===== config.mk =====
export PLATFORM = sky130hd
export DESIGN_NAME = seg_scan_decoder
export DESIGN_NICKNAME = d
export VERILOG_FILES = /design/src/rtl/seg_pkg.sv /design/src/rtl/seg7_to_hex.sv /design/src/rtl/seg_scan_decoder.sv
export SDC_FILE = /design/constraint.sdc
export NUM_CORES = 1
export LEC_CHECK = 0
export CAP_MARGIN = 20
export CORE_MARGIN = 3
export CORE_UTILIZATION = 50
export CTS_BUF_LIST = sky130_fd_sc_hd__clkbuf_8
export CTS_CLUSTER_DIAMETER = 40
export DETAILED_ROUTE_END_ITERATION = 8
export HOLD_SLACK_MARGIN = 0.08
export PLACE_DENSITY = 0.82
export SYNTH_ARGS = -nofsm -noshare
export SYNTH_HDL_FRONTEND = slang
export SYNTH_SLANG_ARGS = --single-unit

===== constraint.sdc =====
create_clock -name clkin -period 5 [get_ports clkin]
set_clock_uncertainty 0.05 [all_clocks]
set_input_delay 0.75 -clock clkin [delete_from_list [all_inputs] [get_ports clkin]]
set_output_delay 0.75 -clock clkin [all_outputs]
set_load 0.01 [all_outputs]

===== src/rtl/seg_pkg.sv =====
// rtl/seg_pkg.sv - shared seven-segment patterns, scan FSM states and anode helpers
package seg_pkg;

  // Active-low segment patterns, bit order g..a (seg[6]=g, seg[0]=a)
  localparam logic [6:0] SEG_HEX_0 = 7'b1000000;
  localparam logic [6:0] SEG_HEX_1 = 7'b1111001;
  localparam logic [6:0] SEG_HEX_2 = 7'b0100100;
  localparam logic [6:0] SEG_HEX_3 = 7'b0110000;
  localparam logic [6:0] SEG_HEX_4 = 7'b0011001;
  localparam logic [6:0] SEG_HEX_5 = 7'b0010010;
  localparam logic [6:0] SEG_HEX_6 = 7'b0000010;
  localparam logic [6:0] SEG_HEX_7 = 7'b1111000;
  localparam logic [6:0] SEG_HEX_8 = 7'b0000000;
  localparam logic [6:0] SEG_HEX_9 = 7'b0010000;
  localparam logic [6:0] SEG_HEX_A = 7'b0001000;
  localparam logic [6:0] SEG_HEX_B = 7'b0000011;
  localparam logic [6:0] SEG_HEX_C = 7'b1000110;
  localparam logic [6:0] SEG_HEX_D = 7'b0100001;
  localparam logic [6:0] SEG_HEX_E = 7'b0000110;
  localparam logic [6:0] SEG_HEX_F = 7'b0001110;
  localparam logic [6:0] SEG_BLANK = 7'b1111111;
  localparam logic [6:0] SEG_MINUS = 7'b0111111;

  // Per-dwell capture FSM
  typedef enum logic [1:0] {
    ST_WAIT   = 2'd0,
    ST_SETTLE = 2'd1,
    ST_HELD   = 2'd2
  } scan_state_t;

  // True when exactly one anode is driven (low)
  function automatic logic an_onehot_low(input logic [3:0] an);
    logic r;
    case (an)
      4'b1110, 4'b1101, 4'b1011, 4'b0111: r = 1'b1;
      default:                            r = 1'b0;
    endcase
    return r;
  endfunction

  // Digit slot selected by a one-hot-low anode vector
  function automatic logic [1:0] an_index(input logic [3:0] an);
    logic [1:0] r;
    case (an)
      4'b1101: r = 2'd1;
      4'b1011: r = 2'd2;
      4'b0111: r = 2'd3;
      default: r = 2'd0;
    endcase
    return r;
  endfunction

endpackage


===== src/rtl/seg7_to_hex.sv =====
// rtl/seg7_to_hex.sv - combinational seven-segment pattern to hex nibble decoder
module seg7_to_hex
  import seg_pkg::*;
(
  input  logic [6:0] i_seg,
  output logic [3:0] o_nibble,
  output logic       o_blank,
  output logic       o_minus,
  output logic       o_err
);

  // Map each legal pattern back to its nibble; blank/minus/invalid give nibble 0
  always_comb begin
    o_nibble = 4'h0;
    o_blank  = 1'b0;
    o_minus  = 1'b0;
    o_err    = 1'b0;
    case (i_seg)
      SEG_HEX_0: o_nibble = 4'h0;
      SEG_HEX_1: o_nibble = 4'h1;
      SEG_HEX_2: o_nibble = 4'h2;
      SEG_HEX_3: o_nibble = 4'h3;
      SEG_HEX_4: o_nibble = 4'h4;
      SEG_HEX_5: o_nibble = 4'h5;
      SEG_HEX_6: o_nibble = 4'h6;
      SEG_HEX_7: o_nibble = 4'h7;
      SEG_HEX_8: o_nibble = 4'h8;
      SEG_HEX_9: o_nibble = 4'h9;
      SEG_HEX_A: o_nibble = 4'hA;
      SEG_HEX_B: o_nibble = 4'hB;
      SEG_HEX_C: o_nibble = 4'hC;
      SEG_HEX_D: o_nibble = 4'hD;
      SEG_HEX_E: o_nibble = 4'hE;
      SEG_HEX_F: o_nibble = 4'hF;
      SEG_BLANK: o_blank  = 1'b1;
      SEG_MINUS: o_minus  = 1'b1;
      default:   o_err    = 1'b1;
    endcase
  end

endmodule


===== src/rtl/seg_scan_decoder.sv =====
// rtl/seg_scan_decoder.sv - seven-segment scan monitor; SEG_DP_CAPTURE_EN adds dp_mask output
module seg_scan_decoder
  import seg_pkg::*;
#(
  parameter int SYNC_STAGES    = 2,
  parameter int STABLE_CYCLES  = 4,
  parameter int TIMEOUT_CYCLES = 65536
)
(
  input  logic        clkin,
  input  logic        btnR,
  input  logic [6:0]  seg,
  input  logic [3:0]  an,
  input  logic        dp,
  output logic [15:0] value,
  output logic [3:0]  blank_mask,
  output logic [3:0]  minus_mask,
  output logic        frame_valid,
  output logic        frame_err,
  output logic        scan_stall
`ifdef SEG_DP_CAPTURE_EN
  ,
  output logic [3:0]  dp_mask
`endif
);

  localparam int CNT_W = $clog2(STABLE_CYCLES + 1);
  localparam int TMO_W = $clog2(TIMEOUT_CYCLES) + 1;
  localparam logic [CNT_W-1:0] STABLE_LAST = CNT_W'(STABLE_CYCLES - 1);
  localparam logic [TMO_W-1:0] TMO_LAST    = TMO_W'(TIMEOUT_CYCLES - 1);

  logic [10:0]       r_sync [SYNC_STAGES];
  logic [10:0]       r_prev;
  scan_state_t       r_state;
  logic [CNT_W-1:0]  r_cnt;
  logic [3:0][3:0]   r_sh_nib;
  logic [3:0]        r_sh_blank;
  logic [3:0]        r_sh_minus;
  logic [3:0]        r_sh_err;
  logic [3:0]        r_pending;
  logic [TMO_W-1:0]  r_tmo;
  logic [15:0]       r_value;
  logic [3:0]        r_blank_mask;
  logic [3:0]        r_minus_mask;
  logic              r_frame_valid;
  logic              r_frame_err;
  logic              r_scan_stall;

  logic [3:0]        w_an;
  logic [6:0]        w_seg;
  logic              w_changed;
  logic              w_onehot;
  logic [1:0]        w_idx;
  logic              w_capture;
  logic              w_commit;
  logic              w_stall_hit;
  logic [3:0]        w_cap_bit;
  logic [3:0]        w_pending_nxt;
  logic [3:0]        w_nib;
  logic              w_blank;
  logic              w_minus;
  logic              w_err;

  // Synchronise the anode/segment bus; idle value is all segments and anodes off
  always_ff @(posedge clkin or posedge btnR) begin
    if (btnR) begin
      for (int i = 0; i < SYNC_STAGES; i++) r_sync[i] <= '1;
      r_prev <= '1;
    end else begin
      r_sync[0] <= {an, seg};
      for (int i = 1; i < SYNC_STAGES; i++) r_sync[i] <= r_sync[i-1];
      r_prev <= r_sync[SYNC_STAGES-1];
    end
  end

  assign w_an      = r_sync[SYNC_STAGES-1][10:7];
  assign w_seg     = r_sync[SYNC_STAGES-1][6:0];
  assign w_changed = (r_sync[SYNC_STAGES-1] != r_prev);
  assign w_onehot  = an_onehot_low(w_an);
  assign w_idx     = an_index(w_an);

  seg7_to_hex u_dec (
    .i_seg    (w_seg),
    .o_nibble (w_nib),
    .o_blank  (w_blank),
    .o_minus  (w_minus),
    .o_err    (w_err)
  );

  // The sample that makes the run STABLE_CYCLES long is the one captured
  assign w_capture = (r_state == ST_SETTLE) && !w_changed && (r_cnt == STABLE_LAST);

  // Per-dwell FSM: wait for one anode, count identical samples, then hold until the bus moves
  always_ff @(posedge clkin or posedge btnR) begin
    if (btnR) begin
      r_state <= ST_WAIT;
      r_cnt   <= '0;
    end else begin
      case (r_state)
        ST_WAIT: begin
          if (w_onehot) begin
            r_state <= ST_SETTLE;
            r_cnt   <= CNT_W'(1);
          end else begin
            r_cnt   <= '0;
          end
        end
        ST_SETTLE: begin
          if (w_changed) begin
            r_state <= w_onehot ? ST_SETTLE : ST_WAIT;
            r_cnt   <= w_onehot ? CNT_W'(1) : '0;
          end else if (w_capture) begin
            r_state <= ST_HELD;
            r_cnt   <= r_cnt + 1'b1;
          end else begin
            r_cnt   <= r_cnt + 1'b1;
          end
        end
        ST_HELD: begin
          if (w_changed) begin
            r_state <= w_onehot ? ST_SETTLE : ST_WAIT;
            r_cnt   <= w_onehot ? CNT_W'(1) : '0;
          end
        end
        default: begin
          r_state <= ST_WAIT;
          r_cnt   <= '0;
        end
      endcase
    end
  end

  assign w_commit      = (r_pending == 4'b1111);
  assign w_cap_bit     = w_capture ? (4'b0001 << w_idx) : 4'b0000;
  assign w_stall_hit   = !w_capture && (r_tmo == TMO_LAST);
  assign w_pending_nxt = w_stall_hit ? 4'b0000
                                     : ((w_commit ? 4'b0000 : r_pending) | w_cap_bit);

  // Shadow capture, atomic frame commit and scan-stall watchdog
  always_ff @(posedge clkin or posedge btnR) begin
    if (btnR) begin
      r_sh_nib      <= '0;
      r_sh_blank    <= '0;
      r_sh_minus    <= '0;
      r_sh_err      <= '0;
      r_pending     <= '0;
      r_tmo         <= '0;
      r_value       <= '0;
      r_blank_mask  <= '0;
      r_minus_mask  <= '0;
      r_frame_valid <= 1'b0;
      r_frame_err   <= 1'b0;
      r_scan_stall  <= 1'b0;
    end else begin
      if (w_capture) begin
        r_sh_nib[w_idx]   <= w_nib;
        r_sh_blank[w_idx] <= w_blank;
        r_sh_minus[w_idx] <= w_minus;
        r_sh_err[w_idx]   <= w_err;
      end
      r_pending     <= w_pending_nxt;
      r_frame_valid <= w_commit;
      if (w_commit) begin
        r_value      <= r_sh_nib;
        r_blank_mask <= r_sh_blank;
        r_minus_mask <= r_sh_minus;
        r_frame_err  <= |r_sh_err;
      end
      if (w_capture) begin
        r_tmo        <= '0;
        r_scan_stall <= 1'b0;
      end else if (w_stall_hit) begin
        r_scan_stall <= 1'b1;
      end else begin
        r_tmo        <= r_tmo + 1'b1;
      end
    end
  end

  assign value       = r_value;
  assign blank_mask  = r_blank_mask;
  assign minus_mask  = r_minus_mask;
  assign frame_valid = r_frame_valid;
  assign frame_err   = r_frame_err;
  assign scan_stall  = r_scan_stall;

`ifdef SEG_DP_CAPTURE_EN
  logic [SYNC_STAGES-1:0] r_dp_sync;
  logic [3:0]             r_sh_dp;
  logic [3:0]             r_dp_mask;

  // Decimal point follows its digit through capture and commit (lit = low)
  always_ff @(posedge clkin or posedge btnR) begin
    if (btnR) begin
      r_dp_sync <= '1;
      r_sh_dp   <= '0;
      r_dp_mask <= '0;
    end else begin
      r_dp_sync[0] <= dp;
      for (int i = 1; i < SYNC_STAGES; i++) r_dp_sync[i] <= r_dp_sync[i-1];
      if (w_capture) r_sh_dp[w_idx] <= ~r_dp_sync[SYNC_STAGES-1];
      if (w_commit)  r_dp_mask      <= r_sh_dp;
    end
  end

  assign dp_mask = r_dp_mask;
`else
  logic w_unused_dp;
  assign w_unused_dp = dp;
`endif

endmodule


After elaboration in Yosys (flattened, before gate mapping)
Index checks and enable logic that the tools add are counted.
Storage, ports and cells
  input bits: 14
  bits in registers: 114
  logic and storage cells: 101
Cells by class
  equality and inequality tests: 31
  mux-type cells: 31
  $lt $le $gt $ge: 2
  reduce and logical (&&, ||, !) cells: 13
  $add $sub $neg: 2
  shift-type cells: 1
  bitwise gates (word level): 1
Operators by type and width (count)
  $pmux 4 s15: 1
  $eq 7x7->1 const B: 5
  $mux 17: 2
  $eq 7x6->1 const B: 4
  $eq 7x5->1 const B: 3
  $reduce_or 18->1: 1
  $add 17x1->17 const B: 1
  $eq 17x16->1 const B: 1
  $bwmux 16: 1
  $eq 4x4->1 const B: 4
  $mux 4: 4
  $eq 7x2->1 const B: 2
  $eq 7x4->1 const B: 2
  $bwmux 4: 3
  $pmux 2 s3: 2
  $ne 11x11->1: 1
  $mux 1: 9
  $pmux 3 s3: 1
  $demux 4 s2: 1
  $mux 2: 4
  $reduce_or 4->1: 2
  $eq 7x3->1 const B: 1
  $logic_not 7->1: 1
  $mux 3: 2
  17 further kinds: 23

Longest topological paths before layout
Gate-level depths: netlist of the first run.
  depth after elaboration: 8
  mapped depth: 11
  depth with buffers taken out: 10

Modules after synthesis
A second synthesis of the first run with hierarchy kept.
Second synthesis, totals
  cells, all modules: 413
  area, all modules: 4802.1 um2
Modules (own cells, without submodules)
  seg_scan_decoder: cells each 359, area an instance 4466.8 um2, times used 1
  seg7_to_hex: cells each 54, area an instance 335.3 um2, times used 1

Worst setup path after synthesis of the first run
No wires, ideal clock.
  kind: register to register
  from: register r_sync[9] (netlist name)
  to: register r_sh_nib[13] (netlist name)
  setup time: 125 ps
  cell stages (with the launch flop): 7
  data required time: 4825 ps
  arrival time: 2299 ps
  slack: 2527 ps
  path through: dfstp_2 -> clkbuf_1 -> xor2_1 -> nor4_4 -> nand4_4 -> nor4_4 -> mux2_2
On the way
  word-level cells in the longest chain between the ends: 7
  elaborated cells between the ends (all ways): 14
  those cells by class: order compare (2); eq/ne (4); mux (4); reduce/logical (4)
Ends and longest elaborated chain
  from (decl): RTL line seg_scan_decoder.sv:32  | logic [10:0] r_sync [SYNC_STAGES];
  $eq 4x3->1 or $eq 4x4->1 (tied branches): RTL line seg_pkg.sv:44  | case (an)
  $pmux 2 s3: RTL line seg_pkg.sv:44
  $lt 2x3->1 (not written as such) or $ge 2x1->1 (tied branches): RTL line seg_scan_decoder.sv:156  | r_sh_nib[w_idx] <= w_nib;
  $logic_and 1x1->1 (not written as such): RTL line seg_scan_decoder.sv:156
  $mux 4 (not written as such): RTL line seg_scan_decoder.sv:156
  $demux 4 s2: RTL line seg_scan_decoder.sv:156
  $bwmux 16: RTL line seg_scan_decoder.sv:156
  to (signal, indexed assignment): RTL line seg_scan_decoder.sv:156
  to (decl): RTL line seg_scan_decoder.sv:36  | logic [3:0][3:0] r_sh_nib;
Several ways; a longest one is shown, not always the timed one.
A chain may end at the register's enable or synchronous reset.

Final worst setup path of the first run
  from: register r_sync[3] (netlist name)
  to: register r_sh_minus[1]
On the way
  word-level cells in the longest chain between the ends: 4
  elaborated cells between the ends (all ways): 7
  those cells by class: eq/ne (2); mux (2); reduce/logical (3)
Ends and longest elaborated chain
  $ne 11x11->1: RTL line seg_scan_decoder.sv:78  | assign w_changed = (r_sync[SYNC_STAGES-1] != r_prev);
  $logic_not 1->1: RTL line seg_scan_decoder.sv:91  | assign w_capture = (r_state == ST_SETTLE) && !w_changed && (r_cnt == STABLE_LAST);
  $logic_and 1x1->1 (2 in a row): RTL line seg_scan_decoder.sv:91
  to (signal, indexed assignment): RTL line seg_scan_decoder.sv:158  | r_sh_minus[w_idx] <= w_minus;
  to (decl): RTL line seg_scan_decoder.sv:38  | logic [3:0] r_sh_minus;
Several ways; a longest one is shown, not always the timed one.

==> results.toml, run 1 <==
[status]
status = "finished, final reports clean"

[clock_tree]
clock_sinks = 114
cts_setup_buffers = 0
cts_hold_buf = 0
cts_buffers = 17
clock_latency_ns = 0.43
cts_max_path_buffers = 2
h-tree-depth = 4
tritoncts = "done"
path_clk_slew_ns = 0.08
post_cts_resized = 0
cts-root-buf = "clkbuf_8"

[route]
avgRoutedWirePerCell_um = 14.3
via_count = 3200
initialDrtViolationCount = 199
viasPerCell = 5.28
final_antenna_net_count = 0
wirelength_um = 8680
drt-pass1-iter-count = 5
drc_errors = 0

[timing]
drv_slew = 0
period_needed_ns = 2.87
rsz0062_at_grt = "false"
final.period_utilization = 0.575
max_freq_ghz = 0.348
worst_pin_slew_ns = 0.953
timing.hold.ws_ns = 0.299
fin_tns_setup_ns = 0
finalSetupViolCount = 0
slew_headroom = 0.356
hold_viol = 0

[power_and_ir_drop]
switchingPower_mw = 0.450
p_total_mw = 1.87
ir_worst_vdd_v = 0.000225
power.share.clock = 0.445
swShare = 0.240
leakagePower_nw = 2.57
seq_power_share = 0.518
p_per_area_nw_per_um2 = 329
intPower_mw = 1.42
combPwrFrac = 0.036

[floorplanning]
die_w_um = 104
io_pins = 41
row_count = 35
start_util = 0.515
fp.dieH_um = 104
fp.coreArea_um2 = 9280
die-area_um2 = 10800

[logic_synthesis]
ys_seq_area_frac = 0.605
netlist_area_um2 = 4780
synth_warnings = 0
synth-main-ff-cell = "dfrtp_1"
ys_types = 52
synth_top_area_frac = 0.424
ys_ff_latch = 114
yosysTopAreaCell = "dfrtp_1"
ys_top_cells_by_count = "81 x dfrtp_1, 81 x nand2_1, 34 x nor2_1"
syn_area_per_cell_um2 = 11.3
syn_nets = 441
synthTopCellsByArea = "dfrtp_1 42%, dfstp_2 18%, nand2_1 6.4%"
synth_edf_count = 0
async_flop_share = 1.00
postSynthCellCount = 423

[worst_setup_path]
worst-path-buf-inv = 0
start_kind = "flip-flop"
path_delay_family = "simple AND/OR/NAND/NOR gates"
cpMostUsedCell = "nor4_4"
crit_type = "reg2reg"
critical_path_arrival_ns = 3.13
worstSetupEndpointType = "flip-flop"
slowest_delay_ns = 0.75
reg2reg_slack_ns = 2.13
path_max_fanout = 19
cp_slowest_cell = "dfstp_2"
crit_required_ns = 5.26
cp_cell_sequence = "xor2_1 -> nor4_4 -> nand4_4 -> nor4_4 -> mux2_2"

[placement]
place.gp.congestion = 0.826
place_inst = 573
port_buffers = 39
dp_hpwl_um = 5700

[global_route]
grt_max_degree = 81
grt_pass1_wl_um = 15300
antenna_found_initial = 0
grt_pass1_vias = 3230
overflow = 0
grtUsageTotal = 0.176

[final_layout]
diodes = 0
syn2layout_area_growth_pct = 18.8
final_cells = 606
final_util = 0.612
fin_nets = 482
layout-drive-gt1-share = 0.203

[flow_run]
cap_violations = 0

[hold_path]
hp-class = "reg2reg"
power groups by stage:
stage	clock network (mW)	registers (mW)	logic, mW
detailed placement	0	0.986	0.0694
CTS	0.856	0.969	0.0700
global placement	0	0.984	0.0658
finish	0.834	0.970	0.0682
floorplan	0	0.970	0.0603
global route	0.900	0.973	0.0774
sequential cells by signal (all words and copies together) (netlist names), 11 cells and up:
register  count
r_prev       11
r_sh_nib     16
r_sync       22
r_tmo        17
value        16
stage by stage:
stage               instance area, µm²  setup slack, ns
floorplan                         4780             1.24
detailed placement                5280             1.98
CTS                               5670             1.97
global route                      5680             2.02
finish                            5680             2.13
global placement                  5270             2.21
routing by layer:
layer  track usage  vias up  wire [µm]  part of all wire
li1              -     1502          -                 -
met1         0.220     1575       3720              0.43
met2         0.288      109       4310              0.50
met3        0.0492       14        492             0.057
met4        0.0779        0        158             0.018
met5             0        -          0                 0
worst paths after layout:
kind                                 startpoint                   endpoint  cells after the start
max                         r_sync[3]$_DFF_PP1_  r_sh_minus[1]$_DFFE_PP0P_                      5
min                        r_sync[21]$_DFF_PP1_       r_sync[10]$_DFF_PP1_                      0
max reg2reg                 r_sync[3]$_DFF_PP1_  r_sh_minus[1]$_DFFE_PP0P_                      5
min reg2reg                r_sync[21]$_DFF_PP1_       r_sync[10]$_DFF_PP1_                      0
max in group asynchronous                  btnR        r_sync[9]$_DFF_PP1_                      3
min in group asynchronous                  btnR      r_tmo[10]$_DFFE_PP0P_                      2
cell type report:
type,instances,area [µm²]
Multi-Input combinational cell,270,1740
Fill cell,732,3600
Inverter,19,73.8
Clock inverter,15,160
Timing Repair Buffer,42,420
Tap cell,129,161
Sequential cell,114,2890
Clock buffer,17,234
cells by family after synthesis:
logic type,Yosys count,share of synthesized area
simple gates,169,0.179
compound gates,42,0.0604
xor+xnor,27,0.0494
fa+ha+maj,4,0.0105
flops,114,0.605
buf+inv,39,0.0316
mux,28,0.0638
cell usage in the layout (no fill, tap or decap), types with 9 or more instances in the layout:
master | netlist | routed
clkdlybuf4s50_1 | 0 | 39
dfrtp_1 | 81 | 81
clkbuf_8 | 0 | 17
mux2_2 | 18 | 18
o21ai_0 | 10 | 10
dfstp_2 | 33 | 33
nand3_1 | 9 | 9
xor2_1 | 23 | 23
nand2_1 | 81 | 81
inv_1 | 19 | 19
nor2_1 | 34 | 34
worst register-to-register path: cells and delay by family (launching register included):
| family | cells | cell delay (ns) |
|---|---|---|
| muxes | 1 | 0.41 |
| and+or+nand+nor | 3 | 1.36 |
| DFF | 1 | 0.75 |
| xor gates and xnor gates | 1 | 0.17 |
Note: power is estimated with default switching activity, not from simulation.
==> run 2, diff against run 1 <==
==> constraint.sdc (replaced) <==
create_clock -name clkin -period 2.9 [get_ports clkin]
set_clock_uncertainty 0.05 [all_clocks]
set_input_delay 0.435 -clock clkin [delete_from_list [all_inputs] [get_ports clkin]]
set_output_delay 0.435 -clock clkin [all_outputs]
set_load 0.01 [all_outputs]
==> results.toml, run 2 (same netlist as run 1, synthesis figures left out) <==
[route]
final_antenna_net_count = 0
top_layer = "met4"
drt-pass1-iter-count = 4
avgRoutedWirePerCell_um = 13.6
wl_met2_um = 4130
met1Wirelength_um = 3720
drc_errors = 0
wirelength_um = 8380
viasPerCell = 5.15
via_count = 3170
dr_wl_met3_um = 409
initialDrtViolationCount = 181

[timing]
timing.hold.ws_ns = 0.301
period_needed_ns = 2.65
slew_headroom = 0.565
final.period_utilization = 0.913
rsz0062_at_grt = "false"
finalSetupViolCount = 0
hold_viol = 0
worst_pin_slew_ns = 0.652
max_freq_ghz = 0.378
drv_slew = 0
fin_tns_setup_ns = 0

[worst_setup_path]
start_kind = "flip-flop"
path_max_fanout = 15
critical_path_arrival_ns = 2.90
cpMostUsedCell = "nor4_4"
crit_type = "reg2reg"
reg2reg_depth = 5
crit_required_ns = 3.15
cp_cell_sequence = "xor2_1 -> nor4_4 -> nand4_4 -> nor4_4 -> mux2_2"
slowest_delay_ns = 0.68
worstSetupEndpointType = "flip-flop"
cp_slowest_cell = "dfstp_2"

[clock_tree]
cts_buffers = 17
cts_setup_buffers = 0
tritoncts = "done"
cts_hold_buf = 0
cts-root-buf = "clkbuf_8"
cts_max_path_buffers = 2
post_cts_resized = 0
clock_latency_ns = 0.42
h-tree-depth = 4
clock_sinks = 114
path_clk_slew_ns = 0.07

[final_layout]
largest_reg_flops = 22
fin_nets = 492
syn2layout_area_growth_pct = 21.4
layout_common_cells = "81 x nand2_1, 81 x dfrtp_1, 39 x clkdlybuf4s50_1, 34 x nor2_1, 33 x dfstp_2"
layout-drive-gt1-share = 0.222
diodes = 0
largest-register = "r_sync"
reg_top3 = "r_sync x22, r_tmo x17"

[floorplanning]
die-area_um2 = 10800
start_util = 0.515
fp.coreArea_um2 = 9280
fp.dieH_um = 104
die_w_um = 104
row_count = 35
io_pins = 41

[global_route]
overflow = 0
grtUsageTotal = 0.167
antenna_found_initial = 0
grt_pass1_vias = 3148
grt_pass1_wl_um = 14600
grt_max_degree = 115

[hold_path]
hold_depth = 0
hp-class = "reg2reg"

[power_and_ir_drop]
p_per_area_nw_per_um2 = 585
ir_worst_vdd_v = 0.000327
p_total_mw = 3.40
leakagePower_nw = 2.63

[placement]
dp_hpwl_um = 5550
place.gp.congestion = 0.790
port_buffers = 39

[flow_run]
cap_violations = 0

[status]
status = "finished, final reports clean"
run 2: cell types whose count changed in the layout (fill, tap and decap cells not counted), sizes merged:
| cell | delta |
|---|---|
| inv | -2 |
| buf | +10 |
| clkinvlp | +3 |
| clkinv | -3 |
| bufinv | +2 |
run 2: worst paths after layout:
path                                      start                   endpoint  slack [ns]
max                         r_sync[5]$_DFF_PP1_    r_sh_nib[6]$_DFFE_PP0P_        0.25
min                        r_sync[17]$_DFF_PP1_        r_sync[6]$_DFF_PP1_        0.30
max reg2reg                 r_sync[5]$_DFF_PP1_    r_sh_nib[6]$_DFFE_PP0P_        0.25
min reg2reg                r_sync[17]$_DFF_PP1_        r_sync[6]$_DFF_PP1_        0.30
max in group asynchronous                  btnR  r_sh_minus[1]$_DFFE_PP0P_        1.87
min in group asynchronous                  btnR    r_sh_nib[1]$_DFFE_PP0P_        0.42
run 2: routing by layer:
layer  vias up  track usage
li1       1519            -
met1      1554        0.215
met2        84        0.267
met3        13       0.0486
met4         0       0.0655
met5         -            0
run 2: report_power, final:
| part | switching (mW) | internal [mW] | total [mW] |
|---|---|---|---|
| Sequential | 0.0301 | 1.64 | 1.67 |
| Combinational | 0.0784 | 0.0512 | 0.130 |
| Clock | 0.660 | 0.944 | 1.60 |
| Total | 0.769 | 2.63 | 3.40 |
run 2: metrics by stage:
stage | std cells | setup slack (ns) | area, µm² | util
after floorplan | 423 | 0.427 | 4790 | -
after global placement | 584 | 0.353 | 5370 | 0.578
after detailed placement | 584 | 0.272 | 5370 | 0.578
after CTS | 616 | 0.244 | 5810 | 0.626
after global routing | 616 | 0.106 | 5810 | 0.626
final | 616 | 0.251 | 5810 | 0.626
run 2: worst max-delay path, delay by kind of cell, from the launching register on:
| family | cells | cell delay [ns] |
|---|---|---|
| AND/OR/NAND/NOR | 3 | 1.26 |
| flip-flops | 1 | 0.68 |
| multiplexers | 1 | 0.41 |
| XOR/XNOR | 1 | 0.14 |
run 2: area by class of cell:
cell class	count	area [µm²]
timing repair buffer	52	500
clock buffer	17	234
clock inverter	15	205
tap	129	161
sequential	114	2890
multi-input combinational	270	1740
fill	729	3480
inverter	19	75.1
